## src/rtl/sound_ch4_regs_if.sv

```systemverilog
// rtl/sound_ch4_regs_if.sv - CPU bus bundle for the channel 4 register front end
interface sound_ch4_regs_if;
  logic [15:0] iAddr;
  logic [7:0]  iData;
  logic        iWe;
  logic        iRe;
  logic [7:0]  oData;
  logic        oSelect;

  modport master (output iAddr, iData, iWe, iRe, input oData, oSelect);
  modport slave  (input iAddr, iData, iWe, iRe, output oData, oSelect);
endinterface

```

## src/rtl/sound_ch4_regs.sv

```systemverilog
// rtl/sound_ch4_regs.sv - NR41-NR44 register front end for the noise channel
// Read-back masking is built only when SOUND_CH4_READBACK_EN is defined.
module sound_ch4_regs #(
  parameter int          TRIG_CYCLES = 4,
  parameter logic [15:0] BASE_ADDR   = 16'hFF20
) (
  input  logic             iClock,
  input  logic             iReset,
  sound_ch4_regs_if.slave  bus,
  input  logic             iPowerOn,
  input  logic             iLengthComplete,
  output logic [7:0]       oNR41,
  output logic [7:0]       oNR42,
  output logic [7:0]       oNR43,
  output logic [7:0]       oNR44,
  output logic             oOn
);

  localparam logic [0:0] ST_OFF = 1'b0;
  localparam logic [0:0] ST_ON  = 1'b1;
  localparam logic [3:0] TRIG_LOAD = 4'(TRIG_CYCLES);

  logic [7:0]  r_nr41;
  logic [7:0]  r_nr42;
  logic [7:0]  r_nr43;
  logic        r_nr44_b6;
  logic [3:0]  r_trig_cnt;
  logic [0:0]  r_state;
  logic        r_we_prev;
  logic        r_len_prev;

  logic [15:0] w_off;
  logic        w_hit;
  logic        w_accept;
  logic        w_trig;
  logic        w_dac;
  logic        w_dac_kill;
  logic        w_len_rise;

  // Offset compare keeps the hit window correct without a 17-bit upper bound.
  assign w_off      = bus.iAddr - BASE_ADDR;
  assign w_hit      = (w_off[15:2] == 14'd0);
  assign w_accept   = bus.iWe & ~r_we_prev & w_hit & iPowerOn;
  assign w_trig     = w_accept & (w_off[1:0] == 2'd3) & bus.iData[7];
  assign w_dac      = (r_nr42[7:3] != 5'd0);
  assign w_dac_kill = w_accept & (w_off[1:0] == 2'd1) & (bus.iData[7:3] == 5'd0);
  assign w_len_rise = iLengthComplete & ~r_len_prev;

  always_ff @(posedge iClock) begin
    if (iReset) begin
      r_we_prev  <= 1'b0;
      r_len_prev <= 1'b0;
    end else begin
      r_we_prev  <= bus.iWe;
      r_len_prev <= iLengthComplete;
    end
  end

  always_ff @(posedge iClock) begin
    if (iReset || !iPowerOn) begin
      r_nr41     <= 8'h00;
      r_nr42     <= 8'h00;
      r_nr43     <= 8'h00;
      r_nr44_b6  <= 1'b0;
      r_trig_cnt <= 4'd0;
    end else begin
      if (w_trig)
        r_trig_cnt <= TRIG_LOAD;
      else if (r_trig_cnt != 4'd0)
        r_trig_cnt <= r_trig_cnt - 4'd1;
      if (w_accept) begin
        case (w_off[1:0])
          2'd0:    r_nr41    <= bus.iData;
          2'd1:    r_nr42    <= bus.iData;
          2'd2:    r_nr43    <= bus.iData;
          default: r_nr44_b6 <= bus.iData[6];
        endcase
      end
    end
  end

  // A trigger with the DAC on outranks a same-cycle length expiry.
  always_ff @(posedge iClock) begin
    if (iReset || !iPowerOn) begin
      r_state <= ST_OFF;
    end else begin
      case (r_state)
        ST_OFF: if (w_trig && w_dac) r_state <= ST_ON;
        ST_ON:  if (!(w_trig && w_dac) && (w_len_rise || w_dac_kill)) r_state <= ST_OFF;
        default: r_state <= ST_OFF;
      endcase
    end
  end

`ifdef SOUND_CH4_READBACK_EN
  logic [7:0] w_rd_mux;
  always_comb begin
    w_rd_mux = 8'hFF;
    case (w_off[1:0])
      2'd0:    w_rd_mux = 8'hFF;
      2'd1:    w_rd_mux = r_nr42;
      2'd2:    w_rd_mux = r_nr43;
      default: w_rd_mux = {1'b1, r_nr44_b6, 6'h3F};
    endcase
  end
`endif

  always_ff @(posedge iClock) begin
    if (iReset) begin
      bus.oSelect <= 1'b0;
      bus.oData   <= 8'hFF;
    end else begin
      bus.oSelect <= bus.iRe & w_hit;
`ifdef SOUND_CH4_READBACK_EN
      bus.oData   <= (bus.iRe && w_hit) ? w_rd_mux : 8'hFF;
`else
      bus.oData   <= 8'hFF;
`endif
    end
  end

  assign oNR41 = r_nr41;
  assign oNR42 = r_nr42;
  assign oNR43 = r_nr43;
  assign oNR44 = {(r_trig_cnt != 4'd0), r_nr44_b6, 6'b000000};
  assign oOn   = (r_state == ST_ON);

endmodule

```

## src/flat_wrapper.sv

```systemverilog
// flat-port wrapper written by rule: the top's interface ports become plain ports
module sound_ch4_regs_flat 
#(
  parameter int          TRIG_CYCLES = 4,
  parameter logic [15:0] BASE_ADDR   = 16'hFF20
)
  (iClock, iReset, iPowerOn, iLengthComplete, oNR41, oNR42, oNR43, oNR44, oOn, bus_iAddr, bus_iData, bus_iWe, bus_iRe, bus_oData, bus_oSelect);
  sound_ch4_regs_if bus_i ();
  input  logic iClock;
  input  logic iReset;
  input  logic iPowerOn;
  input  logic iLengthComplete;
  output logic [7:0] oNR41;
  output logic [7:0] oNR42;
  output logic [7:0] oNR43;
  output logic [7:0] oNR44;
  output logic oOn;
  input wire logic [$bits(bus_i.iAddr)-1:0] bus_iAddr;
  input wire logic [$bits(bus_i.iData)-1:0] bus_iData;
  input wire logic [$bits(bus_i.iWe)-1:0] bus_iWe;
  input wire logic [$bits(bus_i.iRe)-1:0] bus_iRe;
  output wire logic [$bits(bus_i.oData)-1:0] bus_oData;
  output wire logic [$bits(bus_i.oSelect)-1:0] bus_oSelect;
  assign bus_i.iAddr = bus_iAddr;
  assign bus_i.iData = bus_iData;
  assign bus_i.iWe = bus_iWe;
  assign bus_i.iRe = bus_iRe;
  assign bus_oData = bus_i.oData;
  assign bus_oSelect = bus_i.oSelect;
  sound_ch4_regs #(.TRIG_CYCLES(TRIG_CYCLES), .BASE_ADDR(BASE_ADDR)) u_core (.iClock(iClock), .iReset(iReset), .bus(bus_i), .iPowerOn(iPowerOn), .iLengthComplete(iLengthComplete), .oNR41(oNR41), .oNR42(oNR42), .oNR43(oNR43), .oNR44(oNR44), .oOn(oOn));
endmodule
```

## config.mk

```make
export PLATFORM = sky130hd
export DESIGN_NAME = sound_ch4_regs_flat
export DESIGN_NICKNAME = d
export VERILOG_FILES = /design/src/rtl/sound_ch4_regs_if.sv /design/src/rtl/sound_ch4_regs.sv /design/src/flat_wrapper.sv
export SDC_FILE = /design/constraint.sdc
export NUM_CORES = 1
export LEC_CHECK = 0
export BUFFER_PORTS_ARGS = -buffer_cell sky130_fd_sc_hd__buf_2
export CAP_MARGIN = 30
export CORE_MARGIN = 8
export CORE_UTILIZATION = 35
export CTS_CLUSTER_SIZE = 20
export DETAILED_ROUTE_END_ITERATION = 16
export MAX_ROUTING_LAYER = met4
export SETUP_SLACK_MARGIN = 0.5
export SLEW_MARGIN = 20
export SYNTH_ARGS = -nofsm -noshare
export SYNTH_HDL_FRONTEND = slang
export SYNTH_SLANG_ARGS = --single-unit
```

## constraint.sdc

```tcl
create_clock -name iClock -period 2.4 [get_ports iClock]
set_clock_uncertainty 0.2 [all_clocks]
set_input_delay 0 -clock iClock [delete_from_list [all_inputs] [get_ports iClock]]
set_output_delay 0 -clock iClock [all_outputs]
set_load 0.03 [all_outputs]
```

==> results of run 1 <==
power by group through the flow:
stage	sequential [uW]	clock, uW	combinational [uW]
floorplan	562	0	78.1
global placement	562	0	97.1
detailed placement	562	0	97.8
CTS	550	544	119
global route	550	575	135
finish	550	536	124
layout by cell type (no fill, tap or decap), types with 2 or more instances in the layout:
cell type,instances
sky130_fd_sc_hd__nand3b_1,2
sky130_fd_sc_hd__nand4_1,3
sky130_fd_sc_hd__and3_1,2
sky130_fd_sc_hd__nor4_4,2
sky130_fd_sc_hd__ha_1,2
sky130_fd_sc_hd__nand3_1,3
sky130_fd_sc_hd__clkbuf_8,6
sky130_fd_sc_hd__dfxtp_1,33
sky130_fd_sc_hd__nand4b_1,2
sky130_fd_sc_hd__conb_1,14
sky130_fd_sc_hd__mux2i_1,26
sky130_fd_sc_hd__buf_2,57
sky130_fd_sc_hd__nor2_1,5
sky130_fd_sc_hd__buf_4,4
sky130_fd_sc_hd__a21oi_1,2
sky130_fd_sc_hd__nor3_1,5
sky130_fd_sc_hd__dlygate4sd3_1,18
sky130_fd_sc_hd__nand2_1,35
sky130_fd_sc_hd__nor2b_1,2
sky130_fd_sc_hd__nand2b_1,3
sky130_fd_sc_hd__inv_1,6
path summary, 6_finish.rpt:
path                    startpoint  slack (ns)            endpoint  cells past startpoint
hold reg to reg    u_core.oNR41[6]        0.26     u_core.oNR41[6]                      2
setup reg to reg  u_core.r_we_prev        0.65     u_core.oNR42[2]                      6
hold / removal              iReset        0.03  u_core.bus.oSelect                      3
setup / recovery  u_core.r_we_prev        0.65     u_core.oNR42[2]                      6
kinds of logic (layout without fill, tap and decap cells):
| kind of cell | count (synthesis) | count (layout) |
|---|---|---|
| other cells | 2 | 14 |
| simple gates | 72 | 72 |
| compound gates | 4 | 4 |
| flops | 33 | 33 |
| fa+ha+maj | 2 | 2 |
| buf+inv | 28 | 94 |
| xor+xnor | 2 | 2 |
| mux | 26 | 26 |
through the flow:
stage	total power, uW	area (sq um)	std cells	hold WS, ns	worst slack [ns]
2_1_floorplan	640	1610	181	-0.128	0.727
3_3_place_gp	659	1840	272	0.0311	0.523
3_5_place_dp	660	1840	272	0.0350	0.424
4_1_cts	1210	2150	299	0.0188	0.526
5_1_grt	1260	2180	299	0.0500	0.522
6_report	1210	2180	299	0.0329	0.647
metal layers:
metal	vias up	wire length (microns)	GRT usage, %
met5	-	0	-
met2	58	1850	20.7
met3	2	404	4.33
li1	692	-	-
met4	0	17	3.10
met1	623	1690	13.8
tightest hold or removal path, cell delays in order:
cell and delay [ns]:
sky130_fd_sc_hd__buf_2 0.16, sky130_fd_sc_hd__nor4_4 0.06, sky130_fd_sc_hd__dlymetal6s4s_1 0.24
area by class of cell:
cell class / count / share of cell area [%]
Clock buffer: 7 / 3.96
Clock inverter: 1 / 1.38
Inverter: 6 / 1.03
Multi-Input combinational cell: 120 / 37.1
Sequential cell: 33 / 30.3
Tap cell: 52 / 2.98
Timing Repair Buffer: 80 / 23.3
registers in the layout (all words and copies together) (netlist names):
register,flops
u_core.r_len_prev,1
u_core.oNR43,8
u_core.r_trig_cnt,4
u_core.r_nr44_b6,1
u_core.r_we_prev,1
u_core.oNR42,8
u_core.bus.oSelect,1
u_core.oOn,1
u_core.oNR41,8
timing repair:
item | 4_1_cts | 5_1_grt
resized for setup | 0 | 6
setup endpoints to repair | 0 | 10
endpoints found under the hold margin | 32 | 0
hold buffers | 19 | 0
==> flow_summary_export.csv, run 1 <==
group,metric,value,unit
synth,synthesis.area,1560,sq um
die,fp.dieW,82.8,microns
detailed_routing,route.antenna.remaining_nets,0,
setup_path,crit_slowest_cell,"sky130_fd_sc_hd__nor4b_2",
setup_path,timing.critical_path.cells,"nand3b_1 > nor4b_2 > buf_4 > nand4b_1 > buf_4 > mux2i_1",
synth,ys_types,29,
die,starting_density_of_the_core,36.1,%
synth,synth_top_family_by_area,"simple AND/OR/NAND/NOR gates",
detailed_routing,dr_total_vias,1375,
synth,synth_xor_area_share,1.12,%
synth,muxShareOfSynthArea,16.7,%
die,floorplan.die.height,82.8,microns
setup_path,crit_path_end_kind,"register",
power,p_clk_share,44.3,%
clock_tree,post-cts-setup-buffers,0,
place,detailed_place_hpwl,3.00,mm
setup_path,worst_setup_path_start_kind,"register",
cells_and_area,finish.net_count,278,
die,floorplan.rows,24,
clock_tree,cts-htree-levels,2,
clock_tree,cts_tree,"yes",
timing,portion_of_the_clock_cycle_consumed_by_the_worst_path_in_the_final_layout,73.0,%
timing,grt_setup_unrepaired,"false",
cells_and_area,diodes,0,
setup_path,critical_path.top_delay_family,"simple AND/OR/NAND/NOR gates",
synth,synth.area.top_cells,"sky130_fd_sc_hd__dfxtp_1 (42%), sky130_fd_sc_hd__mux2i_1 (17%), sky130_fd_sc_hd__nand2_1 (8.4%)",
grt,global_route.overflow_total,0,
grt,via_count_of_the_first_global_routing_pass,1420,
power,switching_share,22.4,%
setup_path,worst-path-max-fanout,8,
timing,fin_tns_setup,0,ns
synth,postSynthCellCount,169,
synth,async_flop_share,0,%
detailed_routing,drt-initial-drc-count,36,
setup_path,arrival,1.72,ns
setup_path,critical_path.max_stage_delay,0.30,ns
synth,synth-compound-area-share,1.52,%
clock_tree,cts_sinks,33,
clock_tree,clock_slew_at_reported_path_ffs,0.06,ns
cells_and_area,multi_input_area,808,sq um
synth,synth_top_area_share,42.3,%
synth,fraction_of_the_yosys_area_taken_by_sequential_cells,42.3,%
synth,synthTopCellsByCount,"sky130_fd_sc_hd__nand2_1 (35), sky130_fd_sc_hd__dfxtp_1 (33), sky130_fd_sc_hd__mux2i_1 (26), sky130_fd_sc_hd__buf_4 (16), sky130_fd_sc_hd__inv_1 (6)",
detailed_routing,final_routed_wire_length_divided_by_cell_count,13.2,microns
synth,count_of_flip_flops_with_a_built_in_enable_after_synthesis,0,
timing,timing.final.hold_violations,0,
outcome,outcome,"finished clean",
place,port_buffers,57,
detailed_routing,drt_drc_violations_left,0,
cells_and_area,final_core_utilization,50.4,%
clock_tree,buffers_from_clock_root_to_sink_at_most,2,
power,cellLeakagePower,0.00113,uW
timing,setup_violations,0,
job,timing.max_cap.violations,0,
setup_path,crit_required,2.36,ns
grt,grt_max_degree,37,
synth,postSynthRegisterBits,33,
cells_and_area,seqCellArea,661,sq um
cells_and_area,synthToLayoutAreaGrowth,39.8,%
detailed_routing,routed_wl,3.95,mm
synth,synth_flop_cell,"sky130_fd_sc_hd__dfxtp_1",
synth,yosys.area_share.simple,25.5,%
min_path,worst_hold_path_class,"in -> reg",
synth,synthAdderAreaFrac,1.60,%
synth,synth_area_per_cell,9.23,sq um
timing,final.min_clock_period,1.75,ns
setup_path,critical-path-top-cell-by-count,"sky130_fd_sc_hd__buf_4",
grt,number_of_antenna_violations_at_the_first_check_in_global_routing,0,
clock_tree,cts_root_buf,"sky130_fd_sc_hd__clkbuf_8",
grt,grt_pass1_wl,6.34,mm
synth,synth.most_common_cell,"sky130_fd_sc_hd__nand2_1",
clock_tree,source_to_sink_clock_delay_at_the_later_pin_of_the_worst_skew_pair,0.27,ns
power,combinational_cell_fraction_of_total_power,10.3,%
place,routabilityCongestion,0.704,
setup_path,timing_worst_setup_path_type,"reg -> reg",
detailed_routing,avgViaCountPerCell,4.60,
cells_and_area,fillers,433,
power,power_switching,271,uW
setup_path,path_buf_inv,2,
power,power_per_cell_area,555,nW/um^2
synth,number_of_warnings_reported_in_the_yosys_synthesis_log,0,
die,core,4320,sq um
power,seq_power_share,45.5,%
timing,max_freq,0.571,GHz
synth,post-synth-top-area-cell,"sky130_fd_sc_hd__dfxtp_1",
power,ir_drop,0.333,mV
clock_tree,cts-buffers-inserted,5,
power,power_report.internal_total,939,uW
cells_and_area,drive_above_1_share,31.2,%
die,die-area,6850,sq um
grt,track_usage,12.4,%
die,io_pins,72,
detailed_routing,router_iterations_before_antenna_repair,4,
timing,drv_slew,0,
Note: power is estimated with default switching activity, not from simulation.
==> run 2: changes to the inputs <==
==> constraint.sdc (replaced) <==
create_clock -name iClock -period 1.8 [get_ports iClock]
set_clock_uncertainty 0.2 [all_clocks]
set_input_delay 0 -clock iClock [delete_from_list [all_inputs] [get_ports iClock]]
set_output_delay 0 -clock iClock [all_outputs]
set_load 0.03 [all_outputs]
==> flow_summary_export.csv, run 2 (synthesized netlist as in run 1, its figures left out) <==
group,metric,value,unit
outcome,outcome,"finished with violations",
outcome,failed_checks,"negative hold slack",
setup_path,worst_setup_path_start_kind,"register",
place,placed_cells_incl_taps,276,
power,ir_drop,0.502,mV
setup_path,arrival,1.79,ns
grt,via_count_of_the_first_global_routing_pass,1404,
power,power_per_cell_area,738,nW/um^2
die,die-area,6850,sq um
die,floorplan.rows,24,
detailed_routing,drt_drc_violations_left,0,
grt,track_usage,12.9,%
timing,portion_of_the_clock_cycle_consumed_by_the_worst_path_in_the_final_layout,98.8,%
detailed_routing,routed_wl,4.21,mm
setup_path,crit_slowest_cell,"sky130_fd_sc_hd__nor4b_4",
detailed_routing,drt-initial-drc-count,21,
setup_path,worst-path-max-fanout,8,
timing,grt_setup_unrepaired,"true",
job,timing.max_cap.violations,0,
setup_path,timing.critical_path.cells,"nand3b_1 > nor4b_4 > and3_4 > buf_12 > mux2i_1",
setup_path,crit_path_end_kind,"register",
die,floorplan.die.height,82.8,microns
place,pre_cts_worst_setup_slack,-0.0475,ns
clock_tree,cts-htree-levels,2,
timing,setup_violations,0,
timing,drv_slew,0,
detailed_routing,dr_total_vias,1370,
setup_path,path_buf_inv,1,
die,io_pins,72,
cells_and_area,final_core_utilization,54.5,%
min_path,worst_hold_path_class,"in -> reg",
cells_and_area,final_cell_count_no_fill,304,
setup_path,critical_path.max_stage_delay,0.42,ns
place,routabilityCongestion,0.746,
cells_and_area,synthToLayoutAreaGrowth,51.2,%
setup_path,crit_required,1.81,ns
grt,number_of_antenna_violations_at_the_first_check_in_global_routing,0,
clock_tree,cts-buffers-inserted,5,
detailed_routing,avgViaCountPerCell,4.51,
setup_path,timing_worst_setup_path_type,"reg -> reg",
detailed_routing,route.antenna.remaining_nets,0,
clock_tree,cts_tree,"yes",
die,fp.dieW,82.8,microns
cells_and_area,multi_input_area,866,sq um
timing,max_freq,0.562,GHz
grt,grt_pass1_wl,6.64,mm
cells_and_area,finish.net_count,283,
clock_tree,buffers_from_clock_root_to_sink_at_most,2,
cells_and_area,diodes,0,
die,starting_density_of_the_core,36.1,%
clock_tree,post_cts_hold_buffer_count,15,
place,detailed_place_hpwl,2.97,mm
detailed_routing,router_iterations_before_antenna_repair,4,
timing,timing.final.hold_violations,1,
detailed_routing,final_routed_wire_length_divided_by_cell_count,13.9,microns
cells_and_area,drive_above_1_share,40.1,%
clock_tree,clock_slew_at_reported_path_ffs,0.07,ns
grt,global_route.overflow_total,0,
grt,grt_max_degree,24,
clock_tree,cts_root_buf,"sky130_fd_sc_hd__clkbuf_8",
cells_and_area,seqCellArea,667,sq um
die,core,4320,sq um
cells_and_area,layout_commonest_cell,"sky130_fd_sc_hd__buf_2",
timing,final.min_clock_period,1.78,ns
cells_and_area,layout_common_cells,"sky130_fd_sc_hd__buf_2 (54), sky130_fd_sc_hd__nand2_1 (35), sky130_fd_sc_hd__dfxtp_1 (30), sky130_fd_sc_hd__mux2i_1 (26), sky130_fd_sc_hd__dlygate4sd3_1 (15)",
setup_path,critical_path.top_delay_family,"simple AND/OR/NAND/NOR gates",
clock_tree,cts_sinks,33,
timing,whs,-0.0787,ns
power,cellLeakagePower,0.00118,uW
clock_tree,source_to_sink_clock_delay_at_the_later_pin_of_the_worst_skew_pair,0.29,ns
cells_and_area,fillers,403,
timing,postLayoutSetupSlackWorst,0.0211,ns
place,port_buffers,57,
==> run 2: where the power goes <==
| part | switching [uW] | internal (uW) | total (uW) |
|---|---|---|---|
| Clock | 274 | 550 | 824 |
| Combinational | 105 | 80.0 | 185 |
| Sequential | 0.778 | 731 | 732 |
| Total | 380 | 1360 | 1740 |
==> run 2: path summary, 6_finish.rpt <==
check | from | endpoint | slack, ns | depth (start not counted)
worst max-delay path | u_core.r_we_prev | u_core.oNR41[5] | 0.02 | 5
worst min-delay path | bus_iAddr[11] | u_core.bus.oSelect | -0.08 | 4
worst max register to register | u_core.r_we_prev | u_core.oNR41[5] | 0.02 | 5
worst min register to register | u_core.oNR43[2] | u_core.oNR43[2] | 0.26 | 2
==> run 2: worst min-delay path, cell delays in order <==
cell and delay [ns]:
sky130_fd_sc_hd__buf_2 0.09, sky130_fd_sc_hd__nand2b_1 0.08, sky130_fd_sc_hd__or4b_4 0.14, sky130_fd_sc_hd__nor4_1 0.05
==> run 2: through the flow <==
step	TNS (ns)	area [sq um]	total power, uW
6_report	0	2360	1740
5_1_grt	-0.836	2360	1810
4_1_cts	0	2290	1750
3_5_place_dp	-0.309	1940	896
3_3_place_gp	-0.00285	1940	895
2_1_floorplan	0	1680	862
==> run 2: area by class of cell <==
type | count | area share (%)
Clock buffer | 5 | 2.92
Clock inverter | 3 | 2.76
Inverter | 6 | 1.70
Multi-Input combinational cell | 120 | 36.7
Sequential cell | 33 | 28.3
Tap cell | 52 | 2.76
Timing Repair Buffer | 85 | 24.9
==> run 2: per-layer routing <==
metal	part of all wire (%)	track usage, %	vias up
met4	1.1	3.45	0
met2	48	20.2	42
met1	45	15.4	621
met3	5.7	4.44	5
li1	-	-	702
met5	0	-	-
==> run 2: repair_timing <==
| item | in CTS | in global routing |
|---|---|---|
| hold endpoints to repair | 32 | 1 |
| setup endpoints to repair | 31 | 31 |
| pin swaps | 5 | 13 |
| buffers inserted | 3 | 2 |
| gates resized for setup | 15 | 14 |
==> run 3: changes to the inputs <==
--- a/config.mk
+++ b/config.mk
@@ -8,10 +8,11 @@
 export BUFFER_PORTS_ARGS = -buffer_cell sky130_fd_sc_hd__buf_2
 export CAP_MARGIN = 30
 export CORE_MARGIN = 8
-export CORE_UTILIZATION = 35
+export CORE_UTILIZATION = 45
 export CTS_CLUSTER_SIZE = 20
 export DETAILED_ROUTE_END_ITERATION = 16
 export MAX_ROUTING_LAYER = met4
+export PLACE_DENSITY = 0.77
 export SETUP_SLACK_MARGIN = 0.5
 export SLEW_MARGIN = 20
 export SYNTH_ARGS = -nofsm -noshare
==> flow_summary_export.csv, run 3 (synthesized netlist as in run 1, its figures left out) <==
group,metric,value,unit
power,ir_drop,0.551,mV
setup_path,crit_path_end_kind,"register",
setup_path,timing.critical_path.cells,"nand3b_1 > nor4b_4 > and3_4 > buf_12 > mux2i_1",
clock_tree,cts-buffers-inserted,5,
timing,postLayoutSetupSlackWorst,-0.0123,ns
detailed_routing,final_routed_wire_length_divided_by_cell_count,13.8,microns
die,io_pins,72,
timing,setup_violations,1,
clock_tree,buffers_from_clock_root_to_sink_at_most,2,
setup_path,timing.reg2reg.setup_slack,-0.01,ns
die,fp.dieW,74.9,microns
setup_path,arrival,1.88,ns
clock_tree,cts_sinks,33,
timing,portion_of_the_clock_cycle_consumed_by_the_worst_path_in_the_final_layout,101,%
place,pre_cts_worst_setup_slack,-0.0284,ns
setup_path,critical_path.max_stage_delay,0.42,ns
job,timing.max_cap.violations,0,
cells_and_area,layout_commonest_cell,"sky130_fd_sc_hd__buf_2",
cells_and_area,diodes,0,
grt,global_route.overflow_total,0,
min_path,worst_hold_path_class,"in -> reg",
detailed_routing,dr_total_vias,1425,
cells_and_area,drive_above_1_share,39.0,%
die,starting_density_of_the_core,46.8,%
timing,grt_setup_unrepaired,"true",
detailed_routing,routed_wl,4.13,mm
timing,drv_slew,0,
place,placed_cells_incl_taps,269,
detailed_routing,drt-initial-drc-count,32,
die,die-area,5610,sq um
detailed_routing,avgViaCountPerCell,4.75,
timing,timing.final.hold_violations,6,
setup_path,crit_slowest_cell,"sky130_fd_sc_hd__nor4b_4",
die,core,3340,sq um
outcome,outcome,"finished with violations",
timing,max_freq,0.552,GHz
outcome,failed_checks,"negative hold slack, negative setup slack",
cells_and_area,fillers,276,
clock_tree,clock_slew_at_reported_path_ffs,0.11,ns
cells_and_area,layout_common_cells,"sky130_fd_sc_hd__buf_2 (55), sky130_fd_sc_hd__nand2_1 (35), sky130_fd_sc_hd__dfxtp_1 (30), sky130_fd_sc_hd__mux2i_1 (26), sky130_fd_sc_hd__dlygate4sd3_1 (17)",
place,detailed_place_hpwl,2.86,mm
place,routabilityCongestion,0.755,
timing,whs,-0.130,ns
grt,grt_pass1_wl,6.49,mm
setup_path,crit_required,1.86,ns
clock_tree,cts-htree-levels,2,
timing,fin_tns_setup,-0.0123,ns
grt,grt_max_degree,23,
die,floorplan.rows,21,
detailed_routing,drt_drc_violations_left,0,
clock_tree,cts_tree,"yes",
cells_and_area,finish.net_count,285,
grt,track_usage,15.5,%
cells_and_area,final_cell_count_no_fill,300,
timing,final.min_clock_period,1.81,ns
grt,via_count_of_the_first_global_routing_pass,1427,
setup_path,worst_setup_path_start_kind,"register",
setup_path,worst-path-max-fanout,8,
detailed_routing,route.antenna.remaining_nets,0,
power,cellLeakagePower,0.00117,uW
power,power_per_cell_area,648,nW/um^2
cells_and_area,synthToLayoutAreaGrowth,48.0,%
grt,number_of_antenna_violations_at_the_first_check_in_global_routing,0,
place,port_buffers,57,
die,floorplan.die.height,74.9,microns
detailed_routing,router_iterations_before_antenna_repair,4,
setup_path,timing_worst_setup_path_type,"reg -> reg",
clock_tree,source_to_sink_clock_delay_at_the_later_pin_of_the_worst_skew_pair,0.33,ns
clock_tree,cts_root_buf,"sky130_fd_sc_hd__clkbuf_4",
## run 3: changes by cell type in the layout (fill, tap and decap cells not counted), moves of 2 or more
| cell | change |
|---|---|
| sky130_fd_sc_hd__dlygate4sd3_1 | +2 |
| sky130_fd_sc_hd__clkbuf_4 | +5 |
| sky130_fd_sc_hd__buf_8 | -2 |
| sky130_fd_sc_hd__clkbuf_8 | -4 |
## run 3: final cells by class
| class | count | area (sq um) | share of cell area [%] |
|---|---|---|---|
| inverter | 6 | 40.0 | 1.73 |
| timing repair buffer | 87 | 591 | 25.6 |
| tap | 46 | 57.6 | 2.49 |
| clock buffer | 7 | 55.1 | 2.38 |
| clock inverter | 1 | 30.0 | 1.30 |
| multi-input combinational | 120 | 868 | 37.6 |
| sequential | 33 | 667 | 28.9 |
## run 3: path summary, 6_finish.rpt
kind                            depth (start not counted)            endpoint        startpoint
worst max-delay path                                    5     u_core.oNR41[0]  u_core.r_we_prev
worst min register to register                          2     u_core.oNR41[7]   u_core.oNR41[7]
worst max register to register                          5     u_core.oNR41[0]  u_core.r_we_prev
worst min-delay path                                    4  u_core.bus.oSelect     bus_iAddr[11]
## run 3: timing repair
| item | 4_1_cts | 5_1_grt |
|---|---|---|
| endpoints found under the setup margin | 30 | 32 |
| hold buffers | 18 | 1 |
| pin swaps | 3 | 8 |
| resized for setup | 16 | 7 |
| setup buffers | 3 | 2 |
| endpoints found under the hold margin | 33 | 3 |
## run 3: critical path, delay by kind of cell, from the launching register on
family | cells | cell delay [ns]
flops | 1 | 0.31
simple gates | 3 | 0.90
mux | 1 | 0.20
buf+inv | 1 | 0.13
## run 3: stage by stage
stage	power (uW)	utilization [%]	hold slack, ns	instance area, sq um
finish	1500	69.2	-0.130	2310
global route	1540	69.2	-0.120	2310
CTS	1490	67.9	-0.131	2270
detailed placement	894	57.8	0.0342	1930
global placement	893	57.8	0.0328	1930
floorplan	862	-	-0.128	1680
## run 3: metal layers
metal	GRT usage, %	share of wire, %
met2	25.8	51
met3	4.66	5.4
met4	5.43	1.5
met1	17.0	42
met5	-	0
## run 3: power by group
group          leakage [uW]  internal (uW)  total [uW]  switching (uW)
registers          0.000268            731         732           0.869
clock network     0.0000455            332         578             246
logic              0.000855           81.2         187             106
total               0.00117           1140        1500             353
